<file path="src/rtl/wb_hazard_ctrl.sv">
`timescale 1ns/1ps
// Hazard unit for the 5-stage MIPS core: tracks E/M/W register writes, raises the D stall,
// forwards D/E operands and drives the GRF write port. Define HAZ_PERF_CNT_EN for stall_cnt.
module wb_hazard_ctrl #(
    parameter int TW = 2
) (
    input  logic          clk,
    input  logic          rst,
    input  logic          d_issue,
    input  logic [4:0]    d_rs,
    input  logic [4:0]    d_rt,
    input  logic [TW-1:0] d_rs_tuse,
    input  logic [TW-1:0] d_rt_tuse,
    input  logic [4:0]    d_a3,
    input  logic          d_we,
    input  logic [TW-1:0] d_tnew,
    input  logic [31:0]   d_wd,
    input  logic [31:0]   d_pc,
    input  logic [31:0]   e_res,
    input  logic [31:0]   m_ld,
    input  logic [31:0]   grf_rd1,
    input  logic [31:0]   grf_rd2,
    output logic          stall,
    output logic [31:0]   d_rs_val,
    output logic [31:0]   d_rt_val,
    output logic [31:0]   e_rs_val,
    output logic [31:0]   e_rt_val,
    output logic [4:0]    grf_a3,
    output logic [31:0]   grf_wd,
    output logic          grf_we,
    output logic [31:0]   grf_pc
`ifdef HAZ_PERF_CNT_EN
    ,
    output logic [31:0]   stall_cnt
`endif
);
    typedef struct packed {
        logic          valid;
        logic          we;
        logic [4:0]    a3;
        logic [TW-1:0] tnew;
        logic [31:0]   wd;
        logic [31:0]   pc;
    } rec_t;

    localparam logic [TW-1:0] TUSE_NONE = '1;
    localparam logic [TW-1:0] TNEW_ONE  = TW'(1);

    rec_t e_q, m_q, w_q;
    rec_t e_d, m_d, w_d;

    logic [1:0]          src_stall;
    logic [1:0][4:0]     src_idx;
    logic [1:0][TW-1:0]  src_tuse;
    logic [1:0][31:0]    src_grf;
    logic [1:0][31:0]    d_fwd;
    logic [1:0][31:0]    e_fwd;

    // Slot 0 carries rs, slot 1 carries rt.
    assign src_idx  = {d_rt, d_rs};
    assign src_tuse = {d_rt_tuse, d_rs_tuse};
    assign src_grf  = {grf_rd2, grf_rd1};

    function automatic logic hit(input rec_t r, input logic [4:0] idx);
        return r.valid && r.we && (r.a3 == idx) && (idx != 5'd0);
    endfunction

    genvar gi;
    generate
        for (gi = 0; gi < 2; gi++) begin : g_src
            logic [4:0]  e_src_q;
            logic [31:0] e_val_q;
            logic [31:0] d_fwd_l;
            logic [31:0] e_fwd_l;

            always_ff @(posedge clk) begin
                if (rst) begin
                    e_src_q <= '0;
                    e_val_q <= '0;
                end else begin
                    e_src_q <= src_idx[gi];
                    e_val_q <= d_fwd[gi];
                end
            end

            assign src_stall[gi] = (src_tuse[gi] != TUSE_NONE) &&
                ((hit(e_q, src_idx[gi]) && (e_q.tnew > src_tuse[gi])) ||
                 (hit(m_q, src_idx[gi]) && (m_q.tnew > src_tuse[gi])));

            always_comb begin
                d_fwd_l = src_grf[gi];
                if (src_idx[gi] == 5'd0)
                    d_fwd_l = '0;
                else if (hit(e_q, src_idx[gi]) && (e_q.tnew == '0))
                    d_fwd_l = e_q.wd;
                else if (hit(m_q, src_idx[gi]) && (m_q.tnew == '0))
                    d_fwd_l = m_q.wd;
                else if (hit(w_q, src_idx[gi]))
                    d_fwd_l = w_q.wd;
            end

            // W must be forwarded: the GRF only commits it on the coming edge.
            always_comb begin
                e_fwd_l = e_val_q;
                if (hit(m_q, e_src_q) && (m_q.tnew == '0))
                    e_fwd_l = m_q.wd;
                else if (hit(w_q, e_src_q))
                    e_fwd_l = w_q.wd;
            end

            assign d_fwd[gi] = d_fwd_l;
            assign e_fwd[gi] = e_fwd_l;
        end
    endgenerate

    assign stall = !rst && (|src_stall);

    always_comb begin
        e_d = '0;
        if (d_issue && !stall) begin
            e_d.valid = 1'b1;
            e_d.we    = d_we;
            e_d.a3    = d_a3;
            e_d.tnew  = d_tnew;
            e_d.wd    = d_wd;
            e_d.pc    = d_pc;
        end

        m_d      = e_q;
        m_d.tnew = (e_q.tnew == '0) ? '0 : e_q.tnew - TNEW_ONE;
        m_d.wd   = (e_q.tnew == TNEW_ONE) ? e_res : e_q.wd;

        w_d      = m_q;
        w_d.tnew = '0;
        w_d.wd   = (m_q.tnew == TNEW_ONE) ? m_ld : m_q.wd;
    end

    always_ff @(posedge clk) begin
        if (rst) begin
            e_q <= '0;
            m_q <= '0;
            w_q <= '0;
        end else begin
            e_q <= e_d;
            m_q <= m_d;
            w_q <= w_d;
        end
    end

    assign d_rs_val = d_fwd[0];
    assign d_rt_val = d_fwd[1];
    assign e_rs_val = e_fwd[0];
    assign e_rt_val = e_fwd[1];

    // Gated by rst so an in-flight write never lands during the reset cycle.
    assign grf_we = !rst && w_q.valid && w_q.we;
    assign grf_a3 = w_q.a3;
    assign grf_wd = w_q.wd;
    assign grf_pc = w_q.pc;

`ifdef HAZ_PERF_CNT_EN
    logic [31:0] stall_cnt_q;

    always_ff @(posedge clk) begin
        if (rst)
            stall_cnt_q <= '0;
        else if (stall)
            stall_cnt_q <= stall_cnt_q + 32'd1;
    end

    assign stall_cnt = stall_cnt_q;
`endif

endmodule

</file>
<file path="config.mk">
export PLATFORM = sky130hd
export DESIGN_NAME = wb_hazard_ctrl
export DESIGN_NICKNAME = d
export VERILOG_FILES = /design/src/rtl/wb_hazard_ctrl.sv
export SDC_FILE = /design/constraint.sdc
export NUM_CORES = 1
export LEC_CHECK = 0
export BUFFER_PORTS_ARGS = -buffer_cell sky130_fd_sc_hd__buf_4
export CAP_MARGIN = 20
export CORE_MARGIN = 5
export CORE_UTILIZATION = 54
export CTS_BUF_LIST = sky130_fd_sc_hd__clkbuf_8
export DETAILED_ROUTE_END_ITERATION = 8
export HOLD_SLACK_MARGIN = 0.15
export PLACE_DENSITY = 0.81
export SYNTH_ARGS = -nofsm -noshare
export SYNTH_HDL_FRONTEND = slang
export SYNTH_SLANG_ARGS = --single-unit
</file>
<file path="constraint.sdc">
create_clock -name clk -period 2.5 [get_ports clk]
set_input_delay 0 -clock clk [delete_from_list [all_inputs] [get_ports clk]]
set_output_delay 0 -clock clk [all_outputs]
set_load 0.02 [all_outputs]
</file>
==> impl_results.md, run 1 <==
- Number of clock sinks: around 290
- Worst_ep grt: d_rt_val[29]
- Overflow left after global routing: between 70 and 80
- Library cell occupying the most area in the post-synthesis netlist: dfxtp_1
- Maximum number of pins on one net before global-route repair: 51
- Post-synthesis sequential element count: around 290
- Initial Util: a little over half
- Netlist cell types: 51
- Instance count of the mapped netlist: 1743
- Final RePlAce weighted congestion: 0.979
- DPL Wire Length: between 30 and 40 mm
- Num CTS Buffers: 48
- Average cell area after synthesis: about 8.4 sq um
- Number of cell rows: 60
- Mapped Area: 0.0146 sq mm
- Count of input and output buffers: a little over 400
- Worst-case clock buffer depth: 3
- Number of top-level pins: 416
- Failing step: 5_1_grt
- First error: [ERROR GRT-0232] Routing congestion too high. Check the congestion heatmap in the GUI.
- Kind of the worst endpoint: output port
- Status: aborted with a tool error
- Area share of the largest cell type after synthesis: about two fifths
- Synth async-reset ratio: 0%
- Mapped Nets: just under 2000
- Top post-synthesis cells by area: dfxtp_1 40%, nand2_1 7.4%, mux2i_1 6.6%
- Primary flip-flop cell chosen by synthesis mapping: dfxtp_1
- Number of H-tree levels: 2
- EDFF count, synth: 0
- Post-Place Setup Slack: -0.0386 ns
- Syn. warnings: 0
- Share of synthesized area occupied by flip-flops and latches: around two fifths
- Horizontal die dimension: ~170 um
- Library cell used as clock root buffer: clkbuf_8
- Die height: around 170 um
- All-Layer GR Usage: around three quarters
-- per-stage QoR --
stage	setup TNS [ns]	cell area, sq um	hold slack, ns	std cells
4_1_cts	-11.84	23900	0.151	2794
3_5_place_dp	-0.211	18000	0.242	2368
3_3_place_gp	0	18000	0.234	2368
2_1_floorplan	0	14600	0.118	1743
-- per-layer routing --
layer / global-route usage [%] / overflow
met4: 74.5 / 29
met1: 70.9 / 1
met5: 30.1 / 0
met3: 55.8 / 0
met2: 92.1 / 46
-- cells in the mapped netlist, drive strengths merged (8+ instances only) --
master  count
nor2       73
o21ai     160
inv        69
o211ai     24
a32o       48
clkbuf    105
buf       113
xnor2      32
dfxtp     291
a21oi      36
nor4       12
nand3      32
ha         10
a41oi      32
nand2b     26
nor2b      88
o31ai      33
nor3       78
xor2       16
a211oi     40
nand2     290
mux2i      96
a21boi      8
-- kinds of logic after synthesis --
family                     count (synthesis)  share of synthesized area [%]
AOI/OAI and AO/OA                        393                           18.2
xor gates and xnor gates                  48                           2.93
adders and majority gates                 10                          0.856
buffers and inverters                    287                           9.82
DFF                                      291                           39.8
muxes                                     96                           6.57
and+or+nand+nor                          618                           21.8
-- what timing repair did --
action,CTS
endpoints found under the hold margin,234
setup endpoints to repair,129
cloned,21
hold buffers,253
setup buffers,64
pin swaps,92
resized for setup,338
==> run 2: changes to the inputs <==
Settings changed: CORE_UTILIZATION 54 to 40, CTS_BUF_LIST sky130_fd_sc_hd__clkbuf_8 to unset, HOLD_SLACK_MARGIN 0.15 to unset, PLACE_DENSITY 0.81 to unset, PLACE_DENSITY_LB_ADDON set to 0.15.
==> run 2 against run 1 <==
Net effect: the flow now finishes, with violations (negative setup slack); synthesized area is the same; synthesized cell count is the same.
==> impl_results.md, run 2 <==
- Final wirelength: about 77 mm
- Top achievable clock speed: 363 MHz
- Fin area: roughly 0.026 sq mm
- Headroom to the max-slew limit: 36.5%
- Beginning of the worst hold path: grf_rd1[15]
- Worst setup path category: reg -> out
- Syn. warnings: 0 (unchanged)
- Maximum number of pins on one net before global-route repair: about 160
- Period Utilization, post-route: 110%
- Proportion of power drawn by flip-flops and latches: approximately 40%
- Num CTS Buffers: 34 (was 48)
- Synth async-reset ratio: 0% (unchanged)
- Combinational Power Share: about 18%
- DR DRC count: 0
- Initial Util: 40.2% (was 54.6%)
- CTS tree: yes
- Pwr/cell area: between 400 and 500 mW/mm^2
- Post-route ant nets: 0
- EDFF count, synth: 0 (unchanged)
- Failing checks: negative setup slack
- DPL Wire Length: 40.3 mm (was 40.0 mm)
- Average cell area after synthesis: 8.39 sq um (unchanged)
- Count of final hold-check violations: 0
- Post-synthesis sequential element count: 291 (unchanged)
- Number of cell rows: 70 (was 60)
- Area of placed instances: 0.0181 sq mm (was 0.0180 sq mm)
- Worst setup SP type: register
- First-pass iteration count of the detailed router: 6
- Slew Viols, Final: 0
- Count of input and output buffers: 415 (unchanged)
- Area share of the largest cell type after synthesis: 39.8% (unchanged)
- Area overhead of the layout relative to synthesis: 77.0%
- Worst ir drop on vdd: 0.444 mV
- Max FO, Critical Path: 5
- Int Pwr: 9.16 mW
- Path category of the worst min-delay check: in -> reg
- Number of DRC markers after the initial detailed-route iteration: 1699
- Area enclosed by the die boundary: 0.0405 sq mm
- Worst setup path startpoint: grf_a3[4]$_SDFF_PP0_
- Clock skew after layout: a little over 0.02 ns
- Status: complete, but fails checks (was aborted with a tool error)
- Worst slew pin tran: 0.953 ns
- Final min period: ~2.8 ns
- Power Total: between 10 and 15 mW
- All-Layer GR Usage: between 30 and 40%
- Number of global-route vias before repair: 16100
- Clk slew on worst S/H paths: ~0.060 ns
- Number of clock sinks: 291 (unchanged)
- Share of synthesized area occupied by flip-flops and latches: 39.8% (unchanged)
- Mapped Area: 0.0146 sq mm (unchanged)
- Unrepaired setup endpoints after global routing: true
- Number of top-level pins: 416 (unchanged)
- Average routed wire per standard cell: approximately 27 um
- Number of H-tree levels: 2 (unchanged)
- Total net switching power: 3.37 mW
- Final Setup Violations: between 100 and 150
- P_leak: about 11 nW
- Die height: 201 um (was 175 um)
- Instance count of the mapped netlist: 1743 (unchanged)
- Top post-synthesis cells by area: dfxtp_1 40%, nand2_1 7.4%, mux2i_1 6.6% (unchanged)
- Most common cell in the netlist: dfxtp_1 (unchanged)
- Library cell occupying the most area in the post-synthesis netlist: dfxtp_1 (unchanged)
- Clock network power share: about two fifths
- Overflow left after global routing: 0
- Top Registers: e_q (73), m_q (73), g_src.e_val_q (64)
- Kind of end point of the critical path: output port
- Top cell types by occurrence after synthesis: 291 x dfxtp_1, 290 x nand2_1, 113 x o21ai_0 (unchanged)
- Layout Nets: 2596
- Worst-case clock buffer depth: 3 (unchanged)
- # Max-Cap Violations: 0
- Placeable core region: 0.0363 sq mm
- Reg2Reg Launch Point: grf_a3[4]$_SDFF_PP0_
- Horizontal die dimension: 201 um (was 175 um)
- Routed vias: 16600
- Netlist cell types: 51 (unchanged)
- Required time of the critical path: about 2.5 ns
- Number of vias per cell after detailed routing: roughly 5.8
- Crit path setup slack, layout: -0.252 ns
- Fraction of final layout cells with drive strength greater than 1: 44.7%
- Final RePlAce weighted congestion: 0.865 (was 0.979)
- Library cell used as clock root buffer: clkbuf_16 (was clkbuf_8)
- Clock latency on the worst-skew pair: about 0.55 ns
- Most common cell after layout, fill and taps aside: buf_4
- Commonest cells after routing, fill and taps aside: 402 x buf_4, 271 x dfxtp_1, 246 x nand2_1
- Mapped Nets: 1970 (unchanged)
- Primary flip-flop cell chosen by synthesis mapping: dfxtp_1 (unchanged)
- Worst path arrival time: around 2.8 ns
- Switching share of power: ~27%
- Global-route wire length before repair: 103 mm
- Number of antenna violations at the first check in global routing: 1
==> run 2: cell counts after synthesis <==
No cell type changed its count.
==> run 2: worst paths after layout <==
kind,endpoint,slack (ns),cells past startpoint
setup reg to reg,g_src[1].e_val_q[13]$_SDFF_PP0_,-0.10,16
hold / removal,g_src[0].e_val_q[15]$_SDFF_PP0_,0.006,5
setup / recovery,d_rt_val[27],-0.25,11
hold reg to reg,grf_pc[21]$_SDFF_PP0_,0.43,1
==> run 2: critical path, cell delays in order (launching register included) <==
cell and delay, ns:
dfxtp_2 0.33, buf_6 0.14, xor2_4 0.15, nor4_4 0.26
buf_4 0.18, buf_12 0.12, and2_4 0.15, buf_12 0.14
buf_12 0.14, o211ai_1 0.14, a32o_2 0.33, buf_6 0.14
==> run 2: kinds of logic (layout without fill, tap and decap cells) <==
family	after synthesis	after routing	share of synthesized area, %
simple gates	618	618	21.8
flops	291	291	39.8
compound gates	393	393	18.2
fa+ha+maj	10	10	0.856
buf+inv	287	933	9.82
xor+xnor	48	48	2.93
mux	96	96	6.57
other cells	0	1	0
==> run 2: per-stage QoR <==
step                      hold slack [ns]  setup TNS, ns  worst slack [ns]  std cells  utilization, %
final                             0.00588         -13.18            -0.252       2858            71.2
after global routing               0.0533         -22.78            -0.322       2858            71.2
after CTS                         0.00146         -11.35            -0.255       2785            63.8
after detailed placement            0.241              0             0.147       2472            49.8
after global placement              0.235          -2.31            -0.151       2471            49.8
after floorplan                     0.118              0             0.409       1743               -
==> run 2: routing by layer <==
| metal | part of all wire [%] | global-route usage, % | vias to the layer above | routed length, um |
|---|---|---|---|---|
| met3 | 11 | 8.25 | 326 | 8850 |
| met2 | 45 | 53.3 | 1164 | 35000 |
| met5 | 0 | 0 | - | 0 |
| met4 | 5.8 | 12.1 | 0 | 4470 |
| met1 | 38 | 42.4 | 7948 | 29000 |
| li1 | - | - | 7192 | - |
==> run 2: cell type report <==
class / instances / area, sq um
flip-flops and latches: 291 / 5870
clock buffers: 46 / 977
clock inverters: 10 / 173
fillers: 2614 / 10500
diodes: 1 / 2.50
well taps: 468 / 586
inverters: 69 / 264
repair buffers: 808 / 8350
multi-input cells: 1165 / 9660
==> run 2: power by group through the flow <==
stage	logic (mW)	registers, mW	clock network (mW)
after floorplan	0.817	5.01	0
after detailed placement	1.54	5.08	0
after global routing	2.36	5.04	5.47
after global placement	1.53	5.08	0
final	2.26	5.03	5.24
after CTS	1.95	4.99	5.28
==> run 2: timing repair <==
item | in CTS | in global routing
hold buffers | 191 | 0
gates resized for setup | 310 | 381
endpoints found under the setup margin | 127 | 131
setup buffers | 44 | 65
cloned | 22 | 16
hold endpoints to repair | 188 | 0
pin swaps | 83 | 145
No activity file was read; power rests on OpenSTA's default activity.
